### src/rtl/chime_scheduler.sv
// Buzzer arbiter for pips, hourly toll and alarm with snooze; all timing from tick_half.
// Define CHIME_RESUME_EN to resume a toll that an alarm preempted.
module chime_scheduler #(
  parameter int PIP_COUNT  = 5,
  parameter int ALARM_SEC  = 60,
  parameter int SNOOZE_SEC = 300,
  parameter int MAX_SNOOZE = 3
) (
  input  logic       clk,
  input  logic       nCLR,
  input  logic       tick_half,
  input  logic       tone_lo,
  input  logic       tone_hi,
  input  logic       req_pip,
  input  logic       req_toll,
  input  logic [3:0] toll_count,
  input  logic       req_alarm,
  input  logic       stop,
  input  logic       snooze,
  input  logic       mute,
  output logic       sound,
  output logic       busy,
  output logic [1:0] active_src,
  output logic       snoozed,
  output logic [1:0] snooze_cnt
);

  localparam logic [2:0] S_IDLE   = 3'd0;
  localparam logic [2:0] S_PIP    = 3'd1;
  localparam logic [2:0] S_TOLL   = 3'd2;
  localparam logic [2:0] S_ALARM  = 3'd3;
  localparam logic [2:0] S_SNOOZE = 3'd4;

  localparam int PIP_HALVES    = 2 * PIP_COUNT;
  localparam int ALARM_HALVES  = 2 * ALARM_SEC;
  localparam int SNOOZE_HALVES = 2 * SNOOZE_SEC;
  localparam int HMAX_PA = (PIP_HALVES > ALARM_HALVES) ? PIP_HALVES : ALARM_HALVES;
  localparam int HMAX    = (HMAX_PA > 2) ? HMAX_PA : 2;
  localparam int HW      = $clog2(HMAX + 1);
  localparam int SW      = $clog2(SNOOZE_HALVES + 1);

  localparam logic [HW-1:0] PIP_LAST   = HW'(PIP_HALVES - 1);
  localparam logic [HW-1:0] ALARM_LAST = HW'(ALARM_HALVES - 1);
  localparam logic [SW-1:0] SNZ_LOAD   = SW'(SNOOZE_HALVES);

  function automatic logic [3:0] clamp_toll(input logic [3:0] n);
    return (n > 4'd12) ? 4'd12 : n;
  endfunction

  logic [2:0]    state, state_d;
  logic [HW-1:0] half_cnt, half_d;
  logic [3:0]    strikes, strikes_d;
  logic          pend_vld, pend_vld_d;
  logic [3:0]    pend_cnt, pend_cnt_d;
  logic [SW-1:0] snz_left, snz_left_d;
  logic [1:0]    snz_cnt_d;
  logic          from_snz, from_snz_d;
  logic          restart;
  logic          toll_ok;
  logic          snd_lo, snd_hi;
  logic [2:0]    stop_sync, snz_sync;
  logic          stop_ev, snz_ev;
`ifdef CHIME_RESUME_EN
  logic          res_vld, res_vld_d;
  logic [3:0]    res_strikes, res_strikes_d;
`endif

  // Two-flop synchroniser plus rising-edge detect; stop masks a simultaneous snooze.
  always_ff @(posedge clk or negedge nCLR) begin
    if (!nCLR) begin
      stop_sync <= '0;
      snz_sync  <= '0;
    end else begin
      stop_sync <= {stop_sync[1:0], stop};
      snz_sync  <= {snz_sync[1:0], snooze};
    end
  end

  assign stop_ev = stop_sync[1] & ~stop_sync[2];
  assign snz_ev  = snz_sync[1] & ~snz_sync[2] & ~stop_ev;
  assign toll_ok = req_toll && (toll_count != 4'd0);

  always_comb begin
    state_d    = state;
    half_d     = half_cnt;
    strikes_d  = strikes;
    pend_vld_d = pend_vld;
    pend_cnt_d = pend_cnt;
    snz_left_d = snz_left;
    snz_cnt_d  = snooze_cnt;
    from_snz_d = from_snz;
    restart    = 1'b0;
`ifdef CHIME_RESUME_EN
    res_vld_d     = res_vld;
    res_strikes_d = res_strikes;
`endif
    if (mute) begin
      state_d    = S_IDLE;
      pend_vld_d = 1'b0;
      snz_cnt_d  = 2'd0;
      from_snz_d = 1'b0;
`ifdef CHIME_RESUME_EN
      res_vld_d  = 1'b0;
`endif
    end else begin
      case (state)
        S_IDLE: begin
          if (req_alarm) begin
            state_d = S_ALARM;
          end else if (toll_ok) begin
            state_d   = S_TOLL;
            strikes_d = clamp_toll(toll_count);
          end else if (req_pip) begin
            state_d = S_PIP;
          end
        end
        S_PIP: begin
          if (req_alarm) begin
            state_d    = S_ALARM;
            pend_vld_d = 1'b0;
            from_snz_d = 1'b0;
          end else if (stop_ev) begin
            state_d    = S_IDLE;
            pend_vld_d = 1'b0;
            from_snz_d = 1'b0;
            snz_cnt_d  = 2'd0;
          end else begin
            if (toll_ok) begin
              pend_vld_d = 1'b1;
              pend_cnt_d = clamp_toll(toll_count);
            end
            if (tick_half) begin
              if (half_cnt == PIP_LAST) begin
                // A toll queued during the pips follows with no idle cycle.
                if (pend_vld_d) begin
                  state_d    = S_TOLL;
                  strikes_d  = pend_cnt_d;
                  pend_vld_d = 1'b0;
                end else if (from_snz) begin
                  state_d    = S_SNOOZE;
                  from_snz_d = 1'b0;
                end else begin
                  state_d = S_IDLE;
                end
              end else begin
                half_d = half_cnt + HW'(1);
              end
            end
          end
        end
        S_TOLL: begin
          if (req_alarm) begin
            state_d    = S_ALARM;
            pend_vld_d = 1'b0;
            from_snz_d = 1'b0;
`ifdef CHIME_RESUME_EN
            if (!from_snz) begin
              res_vld_d     = 1'b1;
              res_strikes_d = strikes;
            end
`endif
          end else if (stop_ev) begin
            state_d    = S_IDLE;
            pend_vld_d = 1'b0;
            from_snz_d = 1'b0;
            snz_cnt_d  = 2'd0;
          end else if (tick_half) begin
            if (half_cnt[0]) begin
              strikes_d = strikes - 4'd1;
              if (strikes == 4'd1) begin
                state_d    = from_snz ? S_SNOOZE : S_IDLE;
                from_snz_d = 1'b0;
              end
            end
            half_d = half_cnt + HW'(1);
          end
        end
        S_ALARM: begin
          if (stop_ev || (snz_ev && int'(snooze_cnt) >= MAX_SNOOZE) ||
              (!snz_ev && !req_alarm && tick_half && half_cnt == ALARM_LAST)) begin
            snz_cnt_d = 2'd0;
            state_d   = S_IDLE;
`ifdef CHIME_RESUME_EN
            if (res_vld) begin
              state_d   = S_TOLL;
              strikes_d = res_strikes;
              res_vld_d = 1'b0;
            end
`endif
          end else if (snz_ev) begin
            snz_cnt_d  = snooze_cnt + 2'd1;
            snz_left_d = SNZ_LOAD;
            state_d    = S_SNOOZE;
          end else if (req_alarm) begin
            restart = 1'b1;
          end else if (tick_half) begin
            half_d = half_cnt + HW'(1);
          end
        end
        S_SNOOZE: begin
          if (stop_ev) begin
            state_d   = S_IDLE;
            snz_cnt_d = 2'd0;
`ifdef CHIME_RESUME_EN
            res_vld_d = 1'b0;
`endif
          end else if (req_alarm) begin
            state_d = S_ALARM;
          end else if (toll_ok) begin
            state_d    = S_TOLL;
            strikes_d  = clamp_toll(toll_count);
            from_snz_d = 1'b1;
          end else if (req_pip) begin
            state_d    = S_PIP;
            from_snz_d = 1'b1;
`ifdef CHIME_RESUME_EN
          end else if (res_vld) begin
            state_d    = S_TOLL;
            strikes_d  = res_strikes;
            res_vld_d  = 1'b0;
            from_snz_d = 1'b1;
`endif
          end else if (tick_half) begin
            snz_left_d = snz_left - SW'(1);
            if (snz_left == SW'(1)) state_d = S_ALARM;
          end
        end
        default: state_d = S_IDLE;
      endcase
    end
    if (restart || state_d != state) half_d = '0;
  end

  // State and outputs register together so outputs track the state they decode.
  always_ff @(posedge clk or negedge nCLR) begin
    if (!nCLR) begin
      state      <= S_IDLE;
      half_cnt   <= '0;
      strikes    <= '0;
      pend_vld   <= 1'b0;
      pend_cnt   <= '0;
      snz_left   <= '0;
      snooze_cnt <= '0;
      from_snz   <= 1'b0;
      snd_lo     <= 1'b0;
      snd_hi     <= 1'b0;
      busy       <= 1'b0;
      active_src <= 2'b00;
      snoozed    <= 1'b0;
`ifdef CHIME_RESUME_EN
      res_vld     <= 1'b0;
      res_strikes <= '0;
`endif
    end else begin
      state      <= state_d;
      half_cnt   <= half_d;
      strikes    <= strikes_d;
      pend_vld   <= pend_vld_d;
      pend_cnt   <= pend_cnt_d;
      snz_left   <= snz_left_d;
      snooze_cnt <= snz_cnt_d;
      from_snz   <= from_snz_d;
      snd_lo     <= (state_d == S_PIP || state_d == S_TOLL) && !half_d[0];
      snd_hi     <= (state_d == S_ALARM) && !half_d[0];
      busy       <= (state_d != S_IDLE);
      snoozed    <= (state_d == S_SNOOZE);
      case (state_d)
        S_PIP:   active_src <= 2'b01;
        S_TOLL:  active_src <= 2'b10;
        S_ALARM: active_src <= 2'b11;
        default: active_src <= 2'b00;
      endcase
`ifdef CHIME_RESUME_EN
      res_vld     <= res_vld_d;
      res_strikes <= res_strikes_d;
`endif
    end
  end

  assign sound = ~mute & ((snd_lo & tone_lo) | (snd_hi & tone_hi));

endmodule
### config.mk
export PLATFORM = sky130hd
export DESIGN_NAME = chime_scheduler
export DESIGN_NICKNAME = d
export VERILOG_FILES = /design/src/rtl/chime_scheduler.sv
export SDC_FILE = /design/constraint.sdc
export NUM_CORES = 1
export LEC_CHECK = 0
export CELL_PAD_IN_SITES_DETAIL_PLACEMENT = 2
export CELL_PAD_IN_SITES_GLOBAL_PLACEMENT = 2
export CORE_MARGIN = 8
export CORE_UTILIZATION = 39
export CTS_CLUSTER_DIAMETER = 40
export DETAILED_ROUTE_END_ITERATION = 12
export HOLD_SLACK_MARGIN = 0.08
export PLACE_DENSITY = 0.93
export SKIP_LAST_GASP = 1
export SLEW_MARGIN = 20
export SYNTH_ARGS = -nofsm -noshare
export SYNTH_HDL_FRONTEND = slang
export SYNTH_SLANG_ARGS = --single-unit
export TNS_END_PERCENT = 100
### constraint.sdc
create_clock -name clk -period 4.1 [get_ports clk]
set_input_delay 1.23 -clock clk [delete_from_list [all_inputs] [get_ports clk]]
set_output_delay 1.23 -clock clk [all_outputs]
set_load 0.005 [all_outputs]
==> impl_metrics.ini, run 1 <==
[timing]
fmax_mhz = 265
finalSetupViolations = 0
post-route-min-period_ns = 3.77
grt_setup_unrepaired = false
worst_clock_skew_ns = 0.00647
slew_violations = 0
layout_setup_ws_ns = 0.326
worst_pin_slew_ns = 1.01
hold_viol = 0
fin_tns_setup_ns = 0
max-slew-margin-rel = 0.319
post-route-period-util = 0.920

[power_and_ir_drop]
peakVddDrop_mv = 0.185
p_sw_frac = 0.373
clkPwrFrac = 0.249
power_density_nw_per_um2 = 424
p_seq_frac = 0.428
p_sw_mw = 0.516
p_comb_frac = 0.323
leakagePower_nw = 1.32
internal_power_mw = 0.869

[clock_tree]
worstSkewPairLatency_ns = 0.31
h-tree-depth = 2
cts_hold_buf = 0
cts_tree = built
cts_max_path_buffers = 2
cts.sinks = 44
cts_root_buffer = clkbuf_8
clk_pin_slew_ns = 0.09
cts_buffers = 5
cts_resized = 0
postCtsSetupRepairBufs = 0

[route]
firstDrtPassIters = 4
drtIter0Drc = 104
wire_per_inst_um = 24.2
antenna_left = 0
vias = 2684
routed_wirelength_um = 10600
vias_per_cell = 6.10
route.detailed.drc = 0

[cells_and_area]
final_cells = 440
syn_to_final_growth_pct = 15.2
final_core_util = 0.458
final_nets = 362
drive_gt1_frac = 0.106
antenna_cells = 0
multi_input_area_um2 = 1630
seq_area_um2 = 1100
fill_cells = 793

[global_routing]
antenna_found_initial = 0
grt_use_total = 0.221
grt_pass1_vias = 3016
grt_pass1_wl_um = 17300
grt-ovfl-total = 0
grt_max_degree = 45

[worst_setup_path]
start_kind = input port
cp_slowest_cell = o41ai_4
path_cells = clkdlybuf4s50_1, o41ai_4, a221oi_2, a211oi_2, o311ai_1, o21a_1, a211o_1, o211a_1
cp_max_fo = 9
arrival_ns = 3.98
worst-setup-path-type = input port to flip-flop
critPathCaptureType = flip-flop
required_ns = 4.30
slowest_delay_ns = 0.60

[placed_design]
place_congestion = 0.875
dp_cells = 432
numPortBuffers = 21
place_ws_ns = 0.0545
hpwlAfterDp_um = 7320

[synthesis]
ys_types = 64
synth_seq_cells = 44
synth_edf_count = 0
synth_compound_area_frac = 0.249
netlist_area_um2 = 2840
synth-xor-area-share = 0.0278
synth_seq_area_share = 0.388
syn_area_per_cell_um2 = 8.92
synth-adder-area-share = 0.0309
synth_fp_nets = 340
synth.largest_area_cell = dfrtp_1
synth_cells = 318
synth_flop_cell = dfrtp_1
yosys_warnings = 0
synth_top_family_by_area = compound AO/OA/AOI/OAI gates
yosys-top-cells-area = dfrtp_1 (39%), nor2_1 (5.0%), o21ai_0 (4.6%), nand2_1 (3.3%), ha_1 (3.1%)
synth_top_cell_area_share = 0.388
synth_mux_area_frac = 0.0260
synth-simple-area-share = 0.242
synthArstFlopShare = 1.00

[floorplan]
ioPinCount = 22
num_rows = 31
core_area_um2 = 7140
die_w_um = 101
dieArea_um2 = 10300
die_height_um = 101
start_util = 0.397

[status]
status = complete, no violations

[worst_hold_path]
min_path_type = flip-flop to flip-flop

[flow_run]
drv_cap = 0
kinds of logic after synthesis:
kind of cell / count (synthesis)
AOI/OAI and AO/OA: 98
xor gates and xnor gates: 9
adders and majority gates: 7
buffers and inverters: 24
DFF: 44
muxes: 7
and+or+nand+nor: 129
metal layers:
layer	part of all wire	GRT usage	wire length [um]	up-vias
met4	0.028	0.101	301	0
met1	0.43	0.267	4530	1379
li1	-	-	-	1216
met2	0.51	0.378	5380	64
met5	0	0	0	-
met3	0.041	0.0337	436	25
cell usage in the layout (no fill, tap or decap), drive strengths merged, types with 8 or more instances in the layout:
cell type,n
a21oi,12
buf,8
clkdlybuf4s50,20
dfrtp,44
inv,11
nand2,26
nand2b,10
nor2,38
nor3,10
o21ai,30
or2,10
worst paths after layout:
check | start | endpoint | slack [ns] | depth (start not counted)
max in group asynchronous | nCLR | snz_left[9] | 2.79 | 1
max reg2reg | half_cnt[0] | snd_hi | 0.97 | 7
max | toll_count[3] | snd_hi | 0.33 | 8
min in group asynchronous | nCLR | active_src[0] | 0.91 | 1
min | snz_sync[0] | snz_sync[1] | 0.35 | 0
min reg2reg | snz_sync[0] | snz_sync[1] | 0.35 | 0
power groups by stage:
| stage | logic (mW) | registers (mW) | clock network [mW] |
|---|---|---|---|
| global route | 0.492 | 0.604 | 0.365 |
| finish | 0.447 | 0.593 | 0.344 |
| global placement | 0.409 | 0.588 | 0 |
| CTS | 0.449 | 0.591 | 0.354 |
| detailed placement | 0.434 | 0.596 | 0 |
| floorplan | 0.307 | 0.561 | 0 |
critical path: cells and delay by family:
family | cells | cell delay [ns]
AO/OA/AOI/OAI | 7 | 2.22
buffers and inverters | 1 | 0.52
stage by stage:
step	power (mW)	area [um^2]	hold WS [ns]
after detailed placement	1.03	3160	0.337
after global routing	1.46	3270	0.364
final	1.38	3270	0.354
after CTS	1.39	3260	0.357
after global placement	0.998	3160	0.333
after floorplan	0.868	2840	0.331
flip-flops by register name (all words and copies together) (netlist names):
name        flops
snz_left       10
state           3
from_snz        1
strikes         4
snd_hi          1
snz_sync        3
snd_lo          1
pend_vld        1
stop_sync       3
active_src      2
busy            1
snoozed         1
snooze_cnt      2
half_cnt        7
pend_cnt        4
cells in the mapped netlist (4+ instances only):
| library cell | number |
|---|---|
| mux2i_1 | 4 |
| clkbuf_1 | 8 |
| o21ai_0 | 26 |
| dfrtp_1 | 44 |
| nand3_1 | 6 |
| nor2_1 | 38 |
| buf_2 | 4 |
| nor3_1 | 10 |
| nor2b_1 | 5 |
| nand2_1 | 25 |
| or3_1 | 4 |
| o21ai_1 | 4 |
| xnor2_1 | 5 |
| or2_2 | 8 |
| ha_1 | 7 |
| xor2_1 | 4 |
| nand2b_1 | 10 |
| a21oi_1 | 12 |
| a31oi_1 | 4 |
| a211o_1 | 4 |
| inv_1 | 11 |
cell type report:
class | count | share of cell area
clock buffers | 6 | 0.0222
clock inverters | 2 | 0.0107
inverters | 11 | 0.0126
multi-input cells | 250 | 0.500
flip-flops and latches | 44 | 0.337
well taps | 99 | 0.0379
repair buffers | 28 | 0.0797
(Power assumes the default switching activity.)
==> run 2: changes to the inputs <==
--- a/config.mk
+++ b/config.mk
@@ -12,7 +12,7 @@
 export CTS_CLUSTER_DIAMETER = 40
 export DETAILED_ROUTE_END_ITERATION = 12
 export HOLD_SLACK_MARGIN = 0.08
-export PLACE_DENSITY = 0.93
+export PLACE_DENSITY = 0.85
 export SKIP_LAST_GASP = 1
 export SLEW_MARGIN = 20
 export SYNTH_ARGS = -nofsm -noshare
==> run 2 against run 1 <==
Net effect: hold slack better by 0.011 ns; sequential power is 1% lower; via count is 2.8% lower; power is 1.0% lower; cell count is 0.23% higher; non-clock buffer count is 1 higher; sequential share of layout area is 0.17 points lower; register-to-register slack better by 0.02 ns; worst setup slack better by 0.0092 ns.
==> impl_metrics.ini, run 2 (synthesis results as in run 1) <==
[status]
status = complete, no violations

[worst_setup_path]
start_kind = input port
worst-setup-path-type = input port to flip-flop
worstRegToRegCells = 7
r2r_slack_ns = 0.99
reg2reg_to = snd_hi
critPathCaptureType = flip-flop
arrival_ns = 3.98
cp-startpoint = toll_count[3]
required_ns = 4.32
timing.rr.start = state[2]
endpoint = snd_hi
cp_max_fo = 9

[clock_tree]
cts_buffers = 5
cts.sinks = 44
cts_hold_buf = 0
clk_pin_slew_ns = 0.11
worstSkewPairLatency_ns = 0.32
postCtsSetupRepairBufs = 0
cts_resized = 0
cts_max_path_buffers = 2
cts_tree = built
cts_root_buffer = clkbuf_8
h-tree-depth = 2

[floorplan]
dieArea_um2 = 10300
die_w_um = 101
die_height_um = 101
core_area_um2 = 7140
ioPinCount = 22
num_rows = 31
start_util = 0.397

[timing]
max-slew-margin-rel = 0.440
grt_setup_unrepaired = false
worst_clock_skew_ns = 0.0201
slew_violations = 0
worst_pin_slew_ns = 0.829
fmax_mhz = 266
post-route-period-util = 0.918
hold_viol = 0
finalSetupViolations = 0
fin_tns_setup_ns = 0
holdWs_ns = 0.365
post-route-min-period_ns = 3.76

[route]
vias = 2609
antenna_left = 0
firstDrtPassIters = 4
route.detailed.drc = 0
wire_per_inst_um = 21.2
routed_wirelength_um = 9330
drtIter0Drc = 112
vias_per_cell = 5.92

[global_routing]
grt-ovfl-total = 0
antenna_found_initial = 0
grt_pass1_vias = 2853
grt_pass1_wl_um = 15400
grt_max_degree = 45
grt_use_total = 0.192

[cells_and_area]
final_nets = 363
drive_gt1_frac = 0.111
reg.largest.list = snz_left (10), half_cnt (7)
regMostFlops = snz_left
final_common_cell = dfrtp_1
fill_cells = 821
multi_input_area_um2 = 1630
antenna_cells = 0
largest_reg_flops = 10
design_area_um2 = 3280
syn_to_final_growth_pct = 15.7
final_cell_mix = dfrtp_1 (44), nor2_1 (38), o21ai_0 (26)
seq_area_um2 = 1100

[placed_design]
numPortBuffers = 21
postPlaceCellArea_um2 = 3160
place_congestion = 0.910
hpwlAfterDp_um = 6770

[worst_hold_path]
min_path_type = flip-flop to flip-flop

[power_and_ir_drop]
power_density_nw_per_um2 = 417
leakagePower_nw = 1.32
power_mw = 1.37
peakVddDrop_mv = 0.217

[flow_run]
drv_cap = 0
## run 2: cell count changes in the layout (fill, tap and decap cells not counted), sizes merged
cell / delta
buf: +1
clkbuf: -1
clkinv: +1
## run 2: per-layer routing
metal / routed length (um) / GRT usage / up-vias
met2: 4610 / 0.324 / 42
met4: 180 / 0.0641 / 0
li1: - / - / 1206
met1: 4310 / 0.244 / 1345
met5: 0 / 0 / -
met3: 230 / 0.0296 / 16
## run 2: power breakdown
| part | internal, mW | switching, mW |
|---|---|---|
| Clock | 0.184 | 0.171 |
| Sequential | 0.507 | 0.0795 |
| Combinational | 0.181 | 0.249 |
## run 2: how the worst min path moves through the flow
stage                 startpoint      endpoint  slack [ns]  depth (start not counted)
CTS                  snz_sync[0]   snz_sync[1]        0.37                          0
detailed placement   snz_sync[0]   snz_sync[1]        0.34                          0
global route        stop_sync[0]  stop_sync[1]        0.38                          0
global placement    stop_sync[0]  stop_sync[1]        0.34                          0
finish              stop_sync[0]  stop_sync[1]        0.37                          0
floorplan            snz_sync[0]   snz_sync[1]        0.33                          0
## run 2: cell type report
class | count | share of cell area
Timing Repair Buffer | 29 | 0.0816
Clock buffer | 5 | 0.0210
Sequential cell | 44 | 0.335
Clock inverter | 3 | 0.0145
Multi-Input combinational cell | 250 | 0.497
Tap cell | 99 | 0.0377
Inverter | 11 | 0.0126
## run 2: through the flow
step	setup slack (ns)	std cells	utilization
finish	0.336	441	0.460
global route	0.173	441	0.460
CTS	0.308	441	0.460
detailed placement	0.111	433	0.443
global placement	0.178	433	0.443
floorplan	0.994	318	-
## run 2: worst max-delay path: stages
cell             delay (ns)
clkdlybuf4s50_1        0.51
o41ai_4                0.59
nand2_2                0.16
nor4_1                 0.40
a41oi_1                0.19
mux2i_1                0.20
a211o_1                0.43
o211a_1                0.26
==> run 3: changes to the inputs <==
--- a/config.mk
+++ b/config.mk
@@ -11,6 +11,7 @@
 export CORE_UTILIZATION = 39
 export CTS_CLUSTER_DIAMETER = 40
 export DETAILED_ROUTE_END_ITERATION = 12
+export GPL_TIMING_DRIVEN = 0
 export HOLD_SLACK_MARGIN = 0.08
 export PLACE_DENSITY = 0.85
 export SKIP_LAST_GASP = 1
==> run 3 against run 2 <==
Net effect: sequential cell count unchanged; critical path type is now input port to output pin; highest routed layer unchanged; sequential share of layout area down 0.051 points; global-route usage increased by 0.46 points.
==> impl_metrics.ini, run 3 (synthesis results as in run 1) <==
[status]
status = complete, no violations

[global_routing]
grt_pass1_wl_um = 15900
grt_pass1_vias = 3040
grt-ovfl-total = 0
antenna_found_initial = 0
grt_use_total = 0.197
grt_max_degree = 24

[worst_setup_path]
start_kind = input port
cp_common_cell = clkdlybuf4s50_1
slowest_delay_ns = 0.65
worst-setup-path-type = input port to output pin
cp_max_fo = 10
r2r_slack_ns = 1.14
timing.rr.start = strikes[1]
cp-startpoint = mute
arrival_ns = 2.75
required_ns = 2.87
cp_num_buf_inv = 3
critPathTopFamily = buffers and inverters
critPathCaptureType = output pin
path_cells = clkdlybuf4s50_1, clkbuf_2, nor2_1, clkdlybuf4s50_1
cp_slowest_cell = clkdlybuf4s50_1

[route]
antenna_left = 0
route.detailed.drc = 0
firstDrtPassIters = 4
vias = 2651
vias_per_cell = 5.93
wire_per_inst_um = 20.7
routed_wirelength_um = 9260
drtIter0Drc = 129

[floorplan]
start_util = 0.397
core_area_um2 = 7140
die_height_um = 101
dieArea_um2 = 10300
die_w_um = 101
ioPinCount = 22
num_rows = 31

[timing]
grt_setup_unrepaired = false
post-route-period-util = 0.971
max-slew-margin-rel = 0.386
hold_viol = 0
worst_pin_slew_ns = 0.898
post-route-min-period_ns = 3.98
fmax_mhz = 251
slew_violations = 0
finalSetupViolations = 0
worst_clock_skew_ns = 0.00812
layout_setup_ws_ns = 0.119
holdWs_ns = 0.359

[cells_and_area]
final_nets = 369
drive_gt1_frac = 0.103
largest_reg_flops = 10
reg.largest.list = snz_left (10), half_cnt (7)
antenna_cells = 0
final_common_cell = dfrtp_1
regMostFlops = snz_left
syn_to_final_growth_pct = 15.9
fill_cells = 818
final_cell_mix = dfrtp_1 (44), nor2_1 (38), o21ai_0 (26)
final_core_util = 0.461

[clock_tree]
postCtsSetupRepairBufs = 0
cts_resized = 1
cts_buffers = 5
cts_tree = built
cts.sinks = 44
cts_root_buffer = clkbuf_8
cts_hold_buf = 0
clk_pin_slew_ns = 0.09
h-tree-depth = 2
cts_max_path_buffers = 2
worstSkewPairLatency_ns = 0.31

[power_and_ir_drop]
leakagePower_nw = 1.32
p_sw_mw = 0.491
internal_power_mw = 0.831
clkPwrFrac = 0.224
p_seq_frac = 0.435
p_comb_frac = 0.341
p_sw_frac = 0.371
peakVddDrop_mv = 0.192
power_density_nw_per_um2 = 402

[flow_run]
drv_cap = 0

[worst_hold_path]
min_path_type = flip-flop to flip-flop
worstHoldStart = stop_sync[0]

[placed_design]
place_ws_ns = -0.0895
numPortBuffers = 21
place_congestion = 0.941
hpwlAfterDp_um = 7150
run 3: cell types whose count changed in the layout (fill, tap and decap cells not counted):
cell | previous run | this run
clkinv_4 | 2 | 0
clkbuf_2 | 0 | 1
clkbuf_8 | 5 | 6
clkbuf_1 | 0 | 8
buf_2 | 0 | 5
buf_16 | 0 | 1
clkinvlp_4 | 0 | 1
buf_6 | 0 | 1
buf_4 | 9 | 0
bufinv_16 | 1 | 0
run 3: metrics by stage:
| step | instance area, um^2 | cells | TNS [ns] | total power [mW] |
|---|---|---|---|---|
| 5_1_grt | 3290 | 447 | 0 | 1.41 |
| 3_3_place_gp | 3170 | 438 | -0.112 | 0.996 |
| 3_5_place_dp | 3190 | 439 | -0.0895 | 1.03 |
| 4_1_cts | 3290 | 447 | 0 | 1.33 |
| 2_1_floorplan | 2840 | 318 | 0 | 0.868 |
| 6_report | 3290 | 447 | 0 | 1.32 |
run 3: power by group through the flow:
stage          clock [mW]  sequential [mW]  combinational, mW
5_1_grt             0.321            0.587              0.505
2_1_floorplan           0            0.561              0.307
4_1_cts             0.304            0.576              0.453
6_report            0.296            0.575              0.450
3_5_place_dp            0            0.585              0.448
3_3_place_gp            0            0.575              0.421
run 3: area by class of cell:
type | instances | area, um^2 | area share
Sequential cell | 44 | 1100 | 0.335
Buffer | 13 | 62.6 | 0.0190
Timing Repair Buffer | 22 | 233 | 0.0708
Multi-Input combinational cell | 250 | 1630 | 0.497
Clock inverter | 1 | 7.51 | 0.00228
Inverter | 11 | 41.3 | 0.0126
Clock buffer | 7 | 86.3 | 0.0263
Tap cell | 99 | 124 | 0.0377
run 3: path summary, 6_finish.rpt:
check                      depth (start not counted)      endpoint
setup reg to reg                                  10        snd_lo
max in group asynchronous                          2   pend_cnt[0]
hold / removal                                     0  stop_sync[1]
setup / recovery                                   4         sound
min in group asynchronous                          1        snd_lo
hold reg to reg                                    0  stop_sync[1]
run 3: metal layers:
layer	wire (um)	part of all wire	up-vias	GRT usage
li1	-	-	1222	-
met1	4130	0.45	1363	0.245
met2	4650	0.50	51	0.344
met3	347	0.037	15	0.0302
met4	133	0.014	0	0.0538
met5	0	0	-	0
